<file path="config.mk">
export PLATFORM = sky130hd
export DESIGN_NAME = complex_mul_seq_flat
export DESIGN_NICKNAME = d
export VERILOG_FILES = /design/src/rtl/complex_mul_seq_if.sv /design/src/rtl/complex_mul_seq.sv /design/src/flat_wrapper.sv
export SDC_FILE = /design/constraint.sdc
export NUM_CORES = 1
export LEC_CHECK = 0
export ABC_CLOCK_PERIOD_IN_PS = 7900
export CELL_PAD_IN_SITES_DETAIL_PLACEMENT = 0
export CELL_PAD_IN_SITES_GLOBAL_PLACEMENT = 1
export CORE_MARGIN = 3
export CORE_UTILIZATION = 40
export DETAILED_ROUTE_END_ITERATION = 10
export GPL_ROUTABILITY_DRIVEN = 0
export PLACE_DENSITY_LB_ADDON = 0.3
export SETUP_SLACK_MARGIN = 0.15
export SYNTH_ARGS = -nofsm -noshare
export SYNTH_HDL_FRONTEND = slang
export SYNTH_SLANG_ARGS = --single-unit
</file>
<file path="constraint.sdc">
create_clock -name clk -period 7.9 [get_ports clk]
set_input_delay 1.975 -clock clk [delete_from_list [all_inputs] [get_ports clk]]
set_output_delay 1.975 -clock clk [all_outputs]
set_load 0.02 [all_outputs]
</file>
<file path="src/rtl/complex_mul_seq_if.sv">
// Handshake and operand/result bundle for the sequential complex multiplier.
// The master is the core sequencer. The slave is the multiplier.
interface complex_mul_seq_if #(
  parameter int W = 4
);
  logic           start;
  logic [2*W-1:0] in1;
  logic [2*W-1:0] in2;
  logic [2*W-1:0] out;
  logic           busy;
  logic           done;
  logic           ovf;

  modport master (
    output start, in1, in2,
    input  out, busy, done, ovf
  );

  modport slave (
    input  start, in1, in2,
    output out, busy, done, ovf
  );
endinterface

</file>
<file path="src/rtl/complex_mul_seq.sv">
// Sequential signed complex multiplier for packed {re, im} operands.
// One shared W x W signed multiplier produces the four partial products over
// four cycles. The result is saturated or wrapped to W bits per part.
module complex_mul_seq #(
  parameter int W        = 4,
  parameter bit SATURATE = 1'b1
) (
  input logic clk,
  input logic rst_n,
  complex_mul_seq_if.slave bus
);

  localparam int AW = 2*W + 1;

  // The representable W-bit range, expressed at accumulator width and at part width.
  localparam logic signed [AW-1:0] ACC_MAX  = {{(W+2){1'b0}}, {(W-1){1'b1}}};
  localparam logic signed [AW-1:0] ACC_MIN  = {{(W+2){1'b1}}, {(W-1){1'b0}}};
  localparam logic signed [W-1:0]  PART_MAX = {1'b0, {(W-1){1'b1}}};
  localparam logic signed [W-1:0]  PART_MIN = {1'b1, {(W-1){1'b0}}};

  typedef enum logic [1:0] {IDLE = 2'd0, MUL = 2'd1, FIN = 2'd2} state_t;

  state_t                state;
  logic [1:0]            cnt;
  logic signed [W-1:0]   a_re, a_im, b_re, b_im;
  logic signed [AW-1:0]  acc_re, acc_im;
  logic signed [W-1:0]   mul_x, mul_y;
  logic signed [2*W-1:0] prod;
  logic signed [AW-1:0]  prod_ext;
  logic [2*W-1:0]        out_q;
  logic                  busy_q, done_q, ovf_q;
  logic                  accept;

  // True when an accumulator value is inside the W-bit signed range.
  function automatic logic fits_w(input logic signed [AW-1:0] v);
    return (v <= ACC_MAX) && (v >= ACC_MIN);
  endfunction

  // Reduces an accumulator to W bits: clamp when saturating, else keep the low bits.
  function automatic logic signed [W-1:0] to_w(input logic signed [AW-1:0] v);
    if (SATURATE) begin
      if (v > ACC_MAX) return PART_MAX;
      if (v < ACC_MIN) return PART_MIN;
    end
    return v[W-1:0];
  endfunction

  assign accept = (state == IDLE) && bus.start;

  // Operands are captured only on the accepting edge, so input changes while busy are ignored.
  always_ff @(posedge clk) begin
    if (accept) begin
      a_re <= bus.in1[2*W-1:W];
      a_im <= bus.in1[W-1:0];
      b_re <= bus.in2[2*W-1:W];
      b_im <= bus.in2[W-1:0];
    end
  end

  // Steer the shared multiplier to the partial product for this step.
  always_comb begin
    mul_x = a_re;
    mul_y = b_re;
    case (cnt)
      2'd0:    begin mul_x = a_re; mul_y = b_re; end
      2'd1:    begin mul_x = a_im; mul_y = b_im; end
      2'd2:    begin mul_x = a_re; mul_y = b_im; end
      default: begin mul_x = a_im; mul_y = b_re; end
    endcase
  end

  assign prod     = mul_x * mul_y;
  assign prod_ext = {prod[2*W-1], prod};

  // Control FSM, accumulation and the registered result/flags.
  always_ff @(posedge clk or negedge rst_n) begin
    if (!rst_n) begin
      state  <= IDLE;
      cnt    <= 2'd0;
      acc_re <= '0;
      acc_im <= '0;
      out_q  <= '0;
      busy_q <= 1'b0;
      done_q <= 1'b0;
      ovf_q  <= 1'b0;
    end else begin
      done_q <= 1'b0;
      case (state)
        IDLE: begin
          if (bus.start) begin
            acc_re <= '0;
            acc_im <= '0;
            cnt    <= 2'd0;
            busy_q <= 1'b1;
            state  <= MUL;
          end
        end
        MUL: begin
          case (cnt)
            2'd0:    acc_re <= acc_re + prod_ext;
            2'd1:    acc_re <= acc_re - prod_ext;
            2'd2:    acc_im <= acc_im + prod_ext;
            default: acc_im <= acc_im + prod_ext;
          endcase
          cnt <= cnt + 2'd1;
          if (cnt == 2'd3) state <= FIN;
        end
        FIN: begin
          out_q  <= {to_w(acc_re), to_w(acc_im)};
          ovf_q  <= !fits_w(acc_re) || !fits_w(acc_im);
          done_q <= 1'b1;
          busy_q <= 1'b0;
          state  <= IDLE;
        end
        default: state <= IDLE;
      endcase
    end
  end

  assign bus.out  = out_q;
  assign bus.busy = busy_q;
  assign bus.done = done_q;
  assign bus.ovf  = ovf_q;

endmodule

</file>
<file path="src/flat_wrapper.sv">
// flat-port wrapper written by rule: the top's interface ports become plain ports
module complex_mul_seq_flat 
#(
  parameter int W        = 4,
  parameter bit SATURATE = 1'b1
)
  (clk, rst_n, bus_start, bus_in1, bus_in2, bus_out, bus_busy, bus_done, bus_ovf);
  complex_mul_seq_if #(.W(W)) bus_i ();
  input logic clk;
  input logic rst_n;
  input wire logic [$bits(bus_i.start)-1:0] bus_start;
  input wire logic [$bits(bus_i.in1)-1:0] bus_in1;
  input wire logic [$bits(bus_i.in2)-1:0] bus_in2;
  output wire logic [$bits(bus_i.out)-1:0] bus_out;
  output wire logic [$bits(bus_i.busy)-1:0] bus_busy;
  output wire logic [$bits(bus_i.done)-1:0] bus_done;
  output wire logic [$bits(bus_i.ovf)-1:0] bus_ovf;
  assign bus_i.start = bus_start;
  assign bus_i.in1 = bus_in1;
  assign bus_i.in2 = bus_in2;
  assign bus_out = bus_i.out;
  assign bus_busy = bus_i.busy;
  assign bus_done = bus_i.done;
  assign bus_ovf = bus_i.ovf;
  complex_mul_seq #(.W(W), .SATURATE(SATURATE)) u_core (.clk(clk), .rst_n(rst_n), .bus(bus_i));
endmodule
</file>
==> run_results.csv, run 1 <==
group,metric,value,unit
outcome,status,"complete, no violations",
clock_tree,clock_sink_count,49,
grt,grt_pass1_vias,2431,
final_layout,nets,422,
place,place_area,3700,sq um
synth,synth_edf_count,16,
grt,grt_pass1_wl,11000,um
min_path,whs_path_depth,2,
critical_path,crit_family,"adder cells",
final_layout,n_fill_cell,774,
synth,synth-seq-area-share,0.3989,
clock_tree,cts_tree,"done",
grt,overflow,0,
flow_run,maxCapViolations,0,
floorplan,die_w,96.48,um
critical_path,cp_data_required_time,8110,ps
synth,synth_nets,388,
detailed_routing,route.vias.total,2343,
detailed_routing,firstDrtPassIters,4,
clock_tree,cts_buffers,5,
critical_path,max_stage_delay,570,ps
grt,grt_usage,0.1538,
min_path,hold_class,"flip-flop to flip-flop",
synth,synth-async-reset-ratio,0.6735,
timing,slew_violations,0,
floorplan,fp.dieArea,9307,sq um
critical_path,setup.worst_path.class,"flip-flop to flip-flop",
detailed_routing,antenna_left,0,
critical_path,rr_worst_depth,24,
critical_path,path_depth,24,
synth,synth-seq-cells,49,
grt,antenna_found_initial,0,
clock_tree,cts-root-buf,"clkbuf_8",
critical_path,critPathCaptureType,"flip-flop",
floorplan,rows,32,
timing,max_slew_margin,0.3267,
synth,yosys.area.top_type,"dfrtp_1",
clock_tree,clk_path_buf_depth,2,
detailed_routing,first_iter_violations,38,
synth,synthTopCellsByArea,"dfrtp_1, edfxtp_1, ha_1",
timing,skew,9.866,ps
timing,fin_setup_tns,0,ps
timing,finalHoldViolations,0,
detailed_routing,wl,6314,um
detailed_routing,wire_per_inst,13.64,um
critical_path,crit_chain,"inv_1 -> ha_1 -> nor2_1 -> mux2i_1 -> nand2b_1 -> fa_1 -> fa_1 -> fa_1 -> inv_1 -> ha_1 -> inv_1 -> fa_1 -> inv_1 -> nor3_1 -> and3_1 -> nor2_1 -> xor2_1 -> ha_1 -> o21ai_0 -> a21oi_1 -> o41ai_1 -> xnor2_1 -> o21bai_1 -> a22o_1",
final_layout,multiInputGateArea,1837,sq um
final_layout,layout_commonest_cell,"dfrtp_1",
timing,worstMarginPinSlew,1002,ps
timing,period_share,0.7435,
synth,yosysTopAreaCellShare,0.2522,
critical_path,critPathMaxFanout,5,
clock_tree,clkTransAtPathRegs,100,ps
place,dpl.hpwl,5117,um
floorplan,core,7848,sq um
synth,syn-instance-count,326,
final_layout,final-seq-area,1306,sq um
place,io_buffers,29,
final_layout,final_layout_size_suffix_gt1_frac,0.05817,
place,place_ws,1967,ps
clock_tree,htreeDepth,2,
timing,fmax,0.1703,GHz
clock_tree,clk_latency,310,ps
clock_tree,post_cts_buffers,0,
timing,period_minus_slack,5874,ps
detailed_routing,via_per_inst,5.060,
critical_path,critPathArrivalTime,6080,ps
synth,ys.flop_type,"dfrtp_1",
synth,yosys_warnings,0,
grt,grt_max_degree,34,
clock_tree,holdBufCountCts,0,
timing,setup-violations-final,0,
final_layout,design_area,3806,sq um
critical_path,crit_slowest_cell,"fa_1",
final_layout,area_growth_syn_to_layout,16.24,%
synth,synth_cell_types,42,
clock_tree,cts-resized-gates,0,
synth,avgSynthCellArea,10.04,sq um
critical_path,critPathBufInv,4,
final_layout,insertedDiodeCount,0,
timing,layout_setup_ws,2026,ps
floorplan,die_y,96.48,um
synth,syn_area,3274,sq um
timing,rsz0062_at_grt,"false",
critical_path,cp-start-kind,"flip-flop",
floorplan,initial_utilization,0.4173,
floorplan,io_pins,30,
detailed_routing,drc,0,
final_layout,final_cell_mix,"dfrtp_1, ha_1, inv_1, clkdlybuf4s50_1, nor2_1",
## synth_stat cells (all sizes together), types with 6 or more instances
| cell type | instances |
|---|---|
| xnor2 | 14 |
| dfrtp | 33 |
| mux2i | 9 |
| inv | 31 |
| edfxtp | 16 |
| xor2 | 6 |
| a21oi | 20 |
| nor3 | 7 |
| nor2 | 28 |
| o21ai | 25 |
| nand2 | 26 |
| nor2b | 9 |
| fa | 11 |
| ha | 32 |
## layer usage
metal  share of wire  global-route usage  vias to the layer above
met2            0.49              0.2810                       40
met1            0.46              0.1874                     1103
met5               0                   0                        -
li1                -                   -                     1195
met4           0.011             0.03271                        0
met3           0.035             0.02943                        5
## per-stage QoR
stage          hold slack [ps]  utilization  instances
2_1_floorplan            471.6            -        326
3_3_place_gp             461.2       0.4715        455
3_5_place_dp             478.7       0.4715        455
4_1_cts                  501.7       0.4850        463
5_1_grt                  527.0       0.4850        463
6_report                 489.6       0.4850        463
## cell families (layout without fill, tap and decap cells)
group,Yosys count,after routing,share of synthesized area
flip-flops,49,49,0.3989
multiplexers,12,12,0.03898
AND/OR/NAND/NOR,88,88,0.1257
AO/OA/AOI/OAI,77,77,0.1464
adder cells (fa/ha/maj),44,44,0.1926
XOR/XNOR,20,20,0.05579
buffers and inverters,36,71,0.04165
## flip-flops by register name, indices dropped and copies added, names as in the netlist
register,cells
u_core.bus.ovf,1
u_core.cnt,2
u_core.a_re,4
u_core.a_im,4
u_core.bus.done,1
u_core.bus.busy,1
u_core.b_im,4
u_core.b_re,4
u_core.acc_re,9
u_core.bus.out,8
u_core.acc_im,9
u_core.state,2
## tightest hold or removal path: stages, from the launching register on
cell	delay, ps
dfrtp_1	350
nand2_1	50
o21ai_0	60
## worst paths after layout
kind	startpoint	endpoint	slack (ps)
max in group asynchronous	rst_n	u_core.acc_re[4]	5510
worst min register to register	u_core.bus.out[6]	u_core.bus.out[6]	490
min in group asynchronous	rst_n	u_core.bus.out[1]	2060
worst max register to register	u_core.cnt[0]	u_core.acc_re[8]	2030
worst min-delay path	u_core.bus.out[6]	u_core.bus.out[6]	490
worst max-delay path	u_core.cnt[0]	u_core.acc_re[8]	2030
## layout make-up
cell class / count / area share
Sequential cell: 49 / 0.3432
Inverter: 31 / 0.03057
Clock buffer: 7 / 0.02564
Tap cell: 102 / 0.03353
Multi-Input combinational cell: 241 / 0.4826
Timing Repair Buffer: 32 / 0.08218
Clock inverter: 1 / 0.002301
Power of run 1 is left out: the tool's default activity adds up to more than one toggle a clock period on the data nets, which glitch-free logic cannot reach.
==> run 2, diff against run 1 <==
- ABC_CLOCK_PERIOD_IN_PS: 7900 -> 5200
- clock period: 7.9 -> 5.2 ns (I/O delays scaled with it)
==> run 2 against run 1 <==
The run now ends with negative setup slack left. Via count increased by 7.2%. Setup slack got worse by 2200 ps. Utilization increased by 4.1 points. Critical path depth increased by 1. Worst hold slack improved by 0.58 ps. Global-route usage increased by 0.82 points. Non-clock buffer count increased by 30. Sequential cell count unchanged. Design area increased by 8.5%. Register-to-register slack got worse by 2200 ps. Count of clock-buffer cells in the layout decreased by 1. Clock skew decreased by 2.9 ps. Highest routed layer unchanged.
==> run_results.csv, run 2 (synthesis gave the netlist of run 1 again) <==
group,metric,value,unit
critical_path,cp_data_required_time,5400,ps
clock_tree,clk_path_buf_depth,2,
grt,grt_pass1_wl,11670,um
timing,timing.hold.ws,490.1,ps
detailed_routing,route.vias.total,2511,
outcome,status,"finished with violations",
flow_run,maxCapViolations,0,
critical_path,regToRegSetupSlack,-170,ps
final_layout,final_cell_mix,"buf_4, dfrtp_1, clkdlybuf4s50_1, ha_1",
timing,period_share,1.032,
grt,grt_max_degree,34,
critical_path,rr_worst_depth,25,
detailed_routing,first_iter_violations,105,
floorplan,rows,32,
timing,setup-violations-final,2,
clock_tree,cts_buffers,5,
critical_path,setup.worst_path.class,"flip-flop to flip-flop",
grt,grt_usage,0.1620,
min_path,holdPathEnd,"u_core.bus.ovf",
min_path,hold_class,"flip-flop to flip-flop",
detailed_routing,drc,0,
clock_tree,clkTransAtPathRegs,100,ps
final_layout,nets,452,
final_layout,area_growth_syn_to_layout,26.10,%
final_layout,final_cells,493,
critical_path,crit_path_start,"u_core.cnt[0]",
timing,max_slew_margin,0.2394,
detailed_routing,firstDrtPassIters,4,
grt,overflow,0,
clock_tree,cts_tree,"done",
timing,fmax,0.1863,GHz
final_layout,insertedDiodeCount,0,
critical_path,critPathMaxFanout,3,
critical_path,cp-start-kind,"flip-flop",
grt,grt_pass1_vias,2511,
critical_path,critPathArrivalTime,5570,ps
detailed_routing,wl,6796,um
floorplan,die_w,96.48,um
critical_path,rr_startpoint,"u_core.cnt[0]",
final_layout,final_layout_size_suffix_gt1_frac,0.1816,
floorplan,core,7848,sq um
place,numPlacedInstances,480,
place,io_buffers,29,
detailed_routing,via_per_inst,5.093,
critical_path,critPathCaptureType,"flip-flop",
floorplan,fp.dieArea,9307,sq um
timing,worstMarginPinSlew,1132,ps
clock_tree,cts-root-buf,"clkbuf_8",
timing,period_minus_slack,5367,ps
min_path,hp-start,"u_core.bus.ovf",
timing,fin_setup_tns,-174.4,ps
timing,layout_setup_ws,-166.8,ps
timing,rsz0062_at_grt,"true",
timing,finalHoldViolations,0,
timing,slew_violations,0,
floorplan,initial_utilization,0.4173,
grt,antenna_found_initial,0,
floorplan,die_y,96.48,um
clock_tree,clock_sink_count,49,
critical_path,reg2reg_to,"u_core.acc_re[8]",
timing,skew,6.926,ps
detailed_routing,antenna_left,0,
floorplan,io_pins,30,
clock_tree,htreeDepth,2,
clock_tree,clk_latency,310,ps
min_path,whs_path_depth,2,
outcome,violations,"negative setup slack",
place,dpl.hpwl,5281,um
detailed_routing,wire_per_inst,13.78,um
run 2: cell types whose count changed in the layout (fill, tap and decap cells not counted), sizes merged:
cell / delta
buf: +30
bufinv: +1
clkbuf: -1
run 2: layout make-up:
cell class              instances  area, sq um
fillers                       741         3719
well taps                     102        127.6
flip-flops and latches         49         1306
multi-input cells             241         1929
repair buffers                 62        538.0
clock inverters                 2        38.79
clock buffers                   6        72.57
inverters                      31        116.4
run 2: worst max path at each step:
stage	endpoint	cells after the start
finish	u_core.acc_re[8]	25
global placement	u_core.acc_re[8]	24
global route	u_core.acc_re[8]	25
floorplan	u_core.acc_re[8]	24
detailed placement	u_core.acc_re[8]	24
CTS	u_core.acc_re[8]	24
run 2: repair_timing:
action,4_1_cts,5_1_grt
hold buffers,0,0
buffers inserted,3,2
endpoints found under the hold margin,0,0
resized for setup,4,7
endpoints found under the setup margin,5,8
pin swaps,7,6
run 2: worst max-delay path: stages, from the launching register on:
cell     delay [ps]
dfrtp_1         380
inv_1           120
ha_2            240
nor2_4           60
mux2i_2         160
or2_4           260
fa_1            480
fa_1            550
fa_1            430
inv_1            70
ha_2            170
inv_1            50
fa_1            490
inv_2            40
nor3_2          140
and3_4          210
buf_4            90
a31oi_1          90
xnor2_1         150
ha_2            320
nor2_1           40
nor2_1          120
o41ai_2          90
xnor2_1         150
buf_4           150
a22o_1          210
run 2: metrics by stage:
step	setup WS, ps	instance area [sq um]	util
after global placement	-26.57	3938	0.5018
final	-166.8	4129	0.5261
after CTS	-158.7	4085	0.5206
after detailed placement	-190.7	3938	0.5018
after floorplan	-30.76	3331	-
after global routing	-354.8	4129	0.5261
run 2: routing by layer:
metal	share of wire	wire [um]	track usage	vias to the layer above
li1	-	-	-	1256
met1	0.49	3306	0.2221	1219
met2	0.48	3236	0.2672	31
met3	0.025	169	0.02634	5
met4	0.012	82	0.04206	0
met5	0	0	0	-
Power of run 2 is left out for the same reason.
==> run 3, diff against run 2 <==
- ABC_CLOCK_PERIOD_IN_PS: 5200 -> 4870
- clock period: 5.2 -> 4.87 ns (I/O delays scaled with it)
==> run 3 against run 2 <==
Design area up 4.3%. Cell count up 2.6%. The flow still finishes with violations (negative setup slack). Clock skew about the same. Worst hold slack about the same. Critical path type unchanged. Routed wire length up 6.3%. Maximum frequency up 0.91%.
==> run_results.csv, run 3 (synthesis gave the netlist of run 1 again) <==
group,metric,value,unit
outcome,status,"finished with violations",
outcome,violations,"negative setup slack",
detailed_routing,drc,0,
timing,period_minus_slack,5318,ps
final_layout,insertedDiodeCount,0,
timing,fmax,0.1880,GHz
timing,skew,7.022,ps
floorplan,fp.dieArea,9307,sq um
clock_tree,clk_latency,310,ps
detailed_routing,first_iter_violations,111,
flow_run,maxCapViolations,0,
critical_path,critPathArrivalTime,5520,ps
critical_path,critPathMaxFanout,4,
clock_tree,cts-root-buf,"clkbuf_8",
min_path,hold_class,"flip-flop to flip-flop",
clock_tree,clkTransAtPathRegs,100,ps
place,place_ws,-454.4,ps
timing,layout_setup_ws,-448.5,ps
critical_path,setup.worst_path.class,"flip-flop to flip-flop",
grt,grt_pass1_vias,2537,
place,dpl.hpwl,5502,um
final_layout,n_fill_cell,734,
place,io_buffers,29,
clock_tree,htreeDepth,2,
clock_tree,cts_buffers,5,
critical_path,rr_worst_depth,23,
clock_tree,clk_path_buf_depth,2,
critical_path,regToRegSetupSlack,-450,ps
critical_path,rr_startpoint,"u_core.cnt[1]",
critical_path,critPathCaptureType,"flip-flop",
final_layout,nets,465,
place,place_area,4041,sq um
timing,worstMarginPinSlew,1130,ps
grt,grt_pass1_wl,11990,um
clock_tree,cts_tree,"done",
grt,grt_max_degree,34,
final_layout,final_cell_mix,"buf_4, dfrtp_1, clkdlybuf4s50_1, ha_1",
timing,period_share,1.092,
floorplan,rows,32,
timing,slew_violations,0,
clock_tree,holdBufCountCts,0,
floorplan,die_w,96.48,um
timing,finalHoldViolations,0,
detailed_routing,firstDrtPassIters,4,
clock_tree,clock_sink_count,49,
final_layout,layout_commonest_cell,"buf_4",
detailed_routing,wl,7225,um
timing,max_slew_margin,0.2411,
floorplan,io_pins,30,
detailed_routing,wire_per_inst,14.28,um
critical_path,crit_path_end,"u_core.acc_re[8]",
critical_path,cp-start-kind,"flip-flop",
grt,overflow,0,
detailed_routing,antenna_left,0,
final_layout,design_area,4305,sq um
critical_path,cp_data_required_time,5070,ps
grt,grt_usage,0.1673,
final_layout,area_growth_syn_to_layout,31.49,%
grt,antenna_found_initial,0,
detailed_routing,via_per_inst,5.051,
final_layout,final-seq-area,1306,sq um
floorplan,core,7848,sq um
critical_path,reg2reg_to,"u_core.acc_re[8]",
final_layout,final_layout_size_suffix_gt1_frac,0.2401,
final_layout,multiInputGateArea,2029,sq um
floorplan,initial_utilization,0.4173,
floorplan,die_y,96.48,um
timing,setup-violations-final,7,
critical_path,crit_path_start,"u_core.cnt[1]",
timing,rsz0062_at_grt,"true",
detailed_routing,route.vias.total,2556,
[run 3: cell count changes in the layout (fill, tap and decap cells not counted), moves of 2 or more]
cell / previous run / this run
a21oi_1: 17 / 14
a21oi_2: 3 / 5
buf_4: 33 / 46
ha_4: 1 / 3
mux2i_2: 7 / 5
mux2i_4: 0 / 2
nor2_1: 27 / 25
o21ai_0: 20 / 17
o21ai_1: 5 / 7
[run 3: worst min path at each step]
stage                      startpoint                end  slack [ps]  cells past startpoint
floorplan            u_core.acc_re[0]   u_core.acc_re[0]         470                      2
global placement    u_core.bus.out[4]  u_core.bus.out[4]         460                      2
detailed placement  u_core.bus.out[4]  u_core.bus.out[4]         470                      2
CTS                 u_core.bus.out[4]  u_core.bus.out[4]         490                      2
global route        u_core.bus.out[4]  u_core.bus.out[4]         520                      2
finish              u_core.bus.out[4]  u_core.bus.out[4]         490                      2
[run 3: cell type report]
type | count | area share
Sequential cell | 49 | 0.3034
Inverter | 31 | 0.02703
Clock buffer | 5 | 0.01598
Timing Repair Buffer | 75 | 0.1476
Clock inverter | 3 | 0.004940
Multi-Input combinational cell | 241 | 0.4714
Tap cell | 102 | 0.02964
[run 3: repair_timing]
action	4_1_cts	5_1_grt
gates cloned	0	0
gates resized for setup	9	14
hold endpoints to repair	0	0
pin swaps	7	12
endpoints found under the setup margin	8	10
buffers inserted	6	3
[run 3: critical path, stage by stage (launching register included)]
cell      delay, ps
dfrtp_1         440
inv_2            90
ha_4            230
mux2i_2         170
or2_4           260
fa_1            570
fa_1            440
fa_1            430
inv_1            70
ha_2            170
inv_1            50
fa_1            490
inv_2            60
nor3_4          140
and3_4          210
nor2_1           40
xor2_1          150
ha_1            320
o21ai_2          70
a21oi_2          60
o41ai_2         310
xnor2_1         180
o21bai_1         80
a22o_1          200
[run 3: routing by layer]
metal | wire length (um) | GRT usage
met1 | 3491 | 0.2321
met2 | 3489 | 0.2730
met3 | 167 | 0.02711
met4 | 76 | 0.04322
met5 | 0 | 0
[run 3: through the flow]
stage,utilization,hold slack (ps),cells,setup TNS (ps)
final,0.5486,490.3,506,-1336
after global routing,0.5486,521.0,506,-2794
after CTS,0.5373,494.0,503,-1505
after detailed placement,0.5150,470.0,489,-1546
after global placement,0.5150,463.0,489,-633.9
after floorplan,-,471.6,326,-686.1
Power of run 3 is left out for the same reason.
